$ cat config.mk
export PLATFORM = sky130hd
export DESIGN_NAME = relu_frame_buffer
export DESIGN_NICKNAME = d
export VERILOG_FILES = /design/src/rtl/relu_frame_buffer.sv
export SDC_FILE = /design/constraint.sdc
export NUM_CORES = 1
export LEC_CHECK = 0
export CORE_UTILIZATION = 34
export CTS_CLUSTER_SIZE = 28
export DETAILED_ROUTE_END_ITERATION = 8
export HOLD_SLACK_MARGIN = 0.05
export SLEW_MARGIN = 5
export SYNTH_ARGS = -nofsm -noshare
export SYNTH_HDL_FRONTEND = slang
export SYNTH_SLANG_ARGS = --single-unit
export TNS_END_PERCENT = 30
$ cat constraint.sdc
create_clock -name clk -period 1.72 [get_ports clk]
set_input_delay 0.344 -clock clk [delete_from_list [all_inputs] [get_ports clk]]
set_output_delay 0.344 -clock clk [all_outputs]
set_load 0.01 [all_outputs]
$ cat src/rtl/relu_frame_buffer.sv
`default_nettype none
// ============================================================================
// Module      : relu_frame_buffer
// Description : Streams signed elements in, applies optional ReLU (RELU_EN),
//               assembles a packed frame and hands it off via valid/ready.
// Revision    : 1.0 - initial release
// ============================================================================
module relu_frame_buffer #(
    parameter int IN_WIDTH    = 4,
    parameter int IN_CHANNELS = 1,
    parameter int DATA_WIDTH  = 16
) (
    input  logic                                                 clk,
    input  logic                                                 rst,
    input  logic                                                 in_valid,
    output logic                                                 in_ready,
    input  logic [DATA_WIDTH-1:0]                                in_data,
    input  logic                                                 in_last,
    output logic                                                 out_valid,
    input  logic                                                 out_ready,
    output logic [IN_WIDTH*IN_WIDTH*IN_CHANNELS*DATA_WIDTH-1:0]  out_feature_map,
    output logic                                                 frame_err
);

    localparam int c_num_elems = IN_WIDTH * IN_WIDTH * IN_CHANNELS;
    localparam int c_idx_w     = (c_num_elems > 1) ? $clog2(c_num_elems) : 1;
    localparam logic [c_idx_w-1:0] c_last_idx = c_idx_w'(c_num_elems - 1);

    typedef enum logic [0:0] {
        FILL = 1'b0,
        HOLD = 1'b1
    } state_t;

    state_t                  r_state;
    state_t                  w_state_next;
    logic [c_idx_w-1:0]      r_idx;
    logic                    r_err;
    logic                    w_accept;
    logic                    w_at_last;
    logic [DATA_WIDTH-1:0]   w_act;

    assign in_ready  = (r_state == FILL);
    assign out_valid = (r_state == HOLD);
    assign frame_err = r_err;

    assign w_accept  = in_valid & in_ready;
    assign w_at_last = (r_idx == c_last_idx);

`ifdef RELU_EN
    assign w_act = in_data[DATA_WIDTH-1] ? '0 : in_data;
`else
    assign w_act = in_data;
`endif

    always_ff @(posedge clk) begin
        if (rst) begin
            r_state <= FILL;
        end else begin
            r_state <= w_state_next;
        end
    end

    always_comb begin
        w_state_next = r_state;
        case (r_state)
            FILL:    if (w_accept && w_at_last) w_state_next = HOLD;
            HOLD:    if (out_ready)             w_state_next = FILL;
            default: w_state_next = FILL;
        endcase
    end

    // Frame boundaries come only from the count; in_last merely cross-checks it.
    always_ff @(posedge clk) begin
        if (rst) begin
            r_idx <= '0;
            r_err <= 1'b0;
        end else if (w_accept) begin
            r_idx <= w_at_last ? '0 : r_idx + 1'b1;
            if (in_last != w_at_last) begin
                r_err <= 1'b1;
            end
        end
    end

    generate
        for (genvar gi = 0; gi < c_num_elems; gi++) begin : g_slot
            logic [DATA_WIDTH-1:0] r_val;

            always_ff @(posedge clk) begin
                if (rst) begin
                    r_val <= '0;
                end else if (w_accept && (r_idx == c_idx_w'(gi))) begin
                    r_val <= w_act;
                end
            end

            assign out_feature_map[gi*DATA_WIDTH +: DATA_WIDTH] = r_val;
        end
    endgenerate

endmodule
`default_nettype wire

==> results of run 1 <==
==> layer usage <==
layer  GRT usage (%)  wire length, µm  vias up
li1                -                -     3614
met1           24.82            13840     3446
met2           31.28            14010      208
met3           6.834             2697       38
met4           3.989              521        0
met5               0                0        -
==> power groups by stage <==
stage	clock network [mW]	logic [mW]	registers (mW)
final	6.41	0.894	6.19
after floorplan	0	0.463	6.35
after global routing	6.80	0.948	6.19
after global placement	0	0.954	6.32
after CTS	6.55	0.911	6.18
after detailed placement	0	0.954	6.32
==> layout make-up <==
| type | count | area (µm²) |
|---|---|---|
| Clock buffer | 43 | 880.8 |
| Antenna cell | 2 | 5.005 |
| Clock inverter | 11 | 113.9 |
| Sequential cell | 262 | 5246 |
| Multi-Input combinational cell | 575 | 4765 |
| Fill cell | 2822 | 15250 |
| Inverter | 3 | 11.26 |
| Timing Repair Buffer | 333 | 3276 |
| Tap cell | 390 | 488.0 |
==> synthesized netlist by cell type (3+ instances only) <==
master | n | area (µm²)
nand2b_1 | 273 | 1708
dfxtp_1 | 262 | 5245
mux2i_1 | 257 | 2572
clkbuf_1 | 50 | 187.7
buf_2 | 17 | 85.08
buf_4 | 11 | 82.58
nand3_4 | 11 | 192.7
buf_6 | 7 | 78.83
ha_1 | 4 | 50.05
nor2_1 | 4 | 15.01
inv_1 | 3 | 11.26
nand3_1 | 3 | 15.01
nand4_4 | 3 | 63.81
==> placed cells by master (no fill, tap or decap), types with 2 or more instances in the layout <==
master           synthesis  final
nand2_1                  2      2
ha_1                     4      4
clkbuf_16                0     31
diode_2                  0      2
clkbuf_1                50      6
clkinv_2                 0      7
bufinv_16                0      2
dlygate4sd2_1            0    259
dfxtp_1                262    261
clkdlybuf4s50_1          0     19
buf_4                   11     22
nand3_1                  3      3
inv_1                    3      3
nand3_4                 11     11
nor2_1                   4      4
clkbuf_8                 0      6
mux2i_1                257    257
buf_12                   2     32
nand2b_1               273    273
nand4_4                  3      3
and2b_1                  2      2
a211oi_1                 2      2
==> stage by stage <==
step | utilization [%] | worst slack (ns) | cell area (µm²)
6_report | 49.23 | 0.09457 | 14790
4_1_cts | 49.21 | 0.08499 | 14780
5_1_grt | 49.21 | 0.007529 | 14780
2_1_floorplan | - | 0.08842 | 10490
3_3_place_gp | 46.98 | -0.1109 | 14110
3_5_place_dp | 46.98 | -0.1279 | 14110
==> worst reg2reg max path, cell delays in order (launching register included) <==
cell,delay (ns)
dfxtp_1,0.44
inv_1,0.10
ha_1,0.38
nand4_4,0.18
buf_12,0.18
mux2i_1,0.27
==> cells by family (layout without fill, tap and decap cells) <==
group / count (synthesis) / count (layout) / synth area share [%]
AO/OA/AOI/OAI: 5 / 5 / 0.3338
AND/OR/NAND/NOR: 307 / 307 / 19.87
adder cells (fa/ha/maj): 4 / 4 / 0.4771
multiplexers: 257 / 257 / 24.52
XOR/XNOR: 2 / 2 / 0.1670
flip-flops: 262 / 262 / 50.00
buffers and inverters: 90 / 390 / 4.628
other: 0 / 2 / 0
==> worst min path at each step <==
stage	endpoint	depth (start not counted)	slack, ns	from
3_3_place_gp	g_slot[3].r_val[4]	2	0.46	g_slot[3].r_val[4]
6_report	g_slot[15].r_val[11]	3	0.21	rst
2_1_floorplan	frame_err	2	0.49	in_last
5_1_grt	g_slot[1].r_val[7]	3	0.24	rst
3_5_place_dp	g_slot[2].r_val[0]	2	0.46	g_slot[2].r_val[0]
4_1_cts	g_slot[15].r_val[11]	3	0.20	rst
==> state kept, by name, summed over array words and instances (netlist names) <==
signal and cells:
g_slot.r_val 256, r_idx 4, frame_err 1, out_valid 1
==> out/metrics.cfg, run 1 <==
[clock_tree]
clk_latency_ns=0.55
clock_path_buffers=3
path_clk_slew_ns=0.06
cts_htree_levels=1
cts_tree=yes
cts_hold_buf=0
root_buffer=clkbuf_16
cts_num_sinks=262
cts_resized=260
cts_buffers=30
post_cts_buffers=0

[global_route]
grt_overflow=0
grt_pass1_vias=7308
antenna_found_initial=1
grt_pass1_wl_mm=46.15
grt_max_degree=86
grt_usage_pct=19.39

[power_and_ir_drop]
power_switching_mw=3.084
power_frac_clock_pct=47.5
cellLeakagePower_nw=8.130
ir_drop_mv=0.7551
power_frac_comb_pct=6.6
finalPower_mw=13.49
seq_power_share_pct=45.9
p_int_mw=10.40
swShare_pct=22.87
power.density_cell_area_nw_per_um2=912.2

[critical_path]
cp_max_fo=16
worstPathCellList=inv_1 -> ha_1 -> nand4_4 -> buf_12 -> mux2i_1
r2r_end=g_slot[14].r_val[13]
critPathTopFamily=flip-flops
start_kind=flip-flop
startpoint=r_idx[0]
cp_num_cells=5
max_stage_delay_ns=0.44
endpoint=g_slot[14].r_val[13]
worst-setup-path-type=flip-flop to flip-flop
cp.required_ns=2.19
crit_buf_inv=2
reg2reg_depth=5
arrival_ns=2.09
crit_slowest_cell=dfxtp_1
regToRegSetupSlack_ns=0.09
cp-end-kind=flip-flop
r2r_start=r_idx[0]

[yosys]
synth.distinct_cells=31
ys_ff_latch=262
synth_flop_cell=dfxtp_1
synth_cells=927
async_flop_share_pct=0
syn_area_um2=10490
ys_warn_count=0
postSynthAreaPerCell_um2=11.32
yosysSeqAreaShare_pct=50.00
synth_edf_count=0
synth_nets=952

[floorplanning]
rows=63
ios=280
start_util_pct=34.93
core_area_um2=30030
fp.dieW_um=177.7
die_h_um=177.7
die_area_um2=31560

[layout]
nets=1230
layout-drive-gt1-share_pct=10.02
layout.cells.non_filler=1619
syn_to_final_growth_pct=40.95

[timing]
grt_setup_unrepaired=false
clock_skew_ns=0.02021
fmax_ghz=0.6152
min_period_ns=1.625
relSlewSlack_pct=68.73
hold_ws_ns=0.2137
timing.final.crit_share_pct=94.50
hold_viol=0
setup_violations=0
fin_setup_tns_ns=0
worst_pin_slew_ns=0.4691
slew_viol_final=0

[detailed_routing]
first_iter_violations=276
wl_per_cell_um=19.19
first_pass_iters=4
wirelength_mm=31.07
dr_total_vias=7306
drc=0
antenna_left=0
via_per_inst=4.513

[placement]
portBuffers=279
gp_congestion=0.7503
place_inst=1563
dp_hpwl_mm=21.02

[outcome]
outcome=finished, final reports clean

[flow_run]
cap_violations=0

[hold_path]
hold_class=primary input to flip-flop

Note: power is estimated with default switching activity, not from simulation.
==> inputs of run 2 (changes only) <==
SLEW_MARGIN = 20   (was 5)
==> results of run 2 <==
Final layout, timing and power as in run 1 (identical DEF).
==> inputs of run 3 (changes only) <==
CAP_MARGIN = 20   (was unset)
==> results of run 3 <==
Final layout, timing and power as in run 1 (identical DEF).
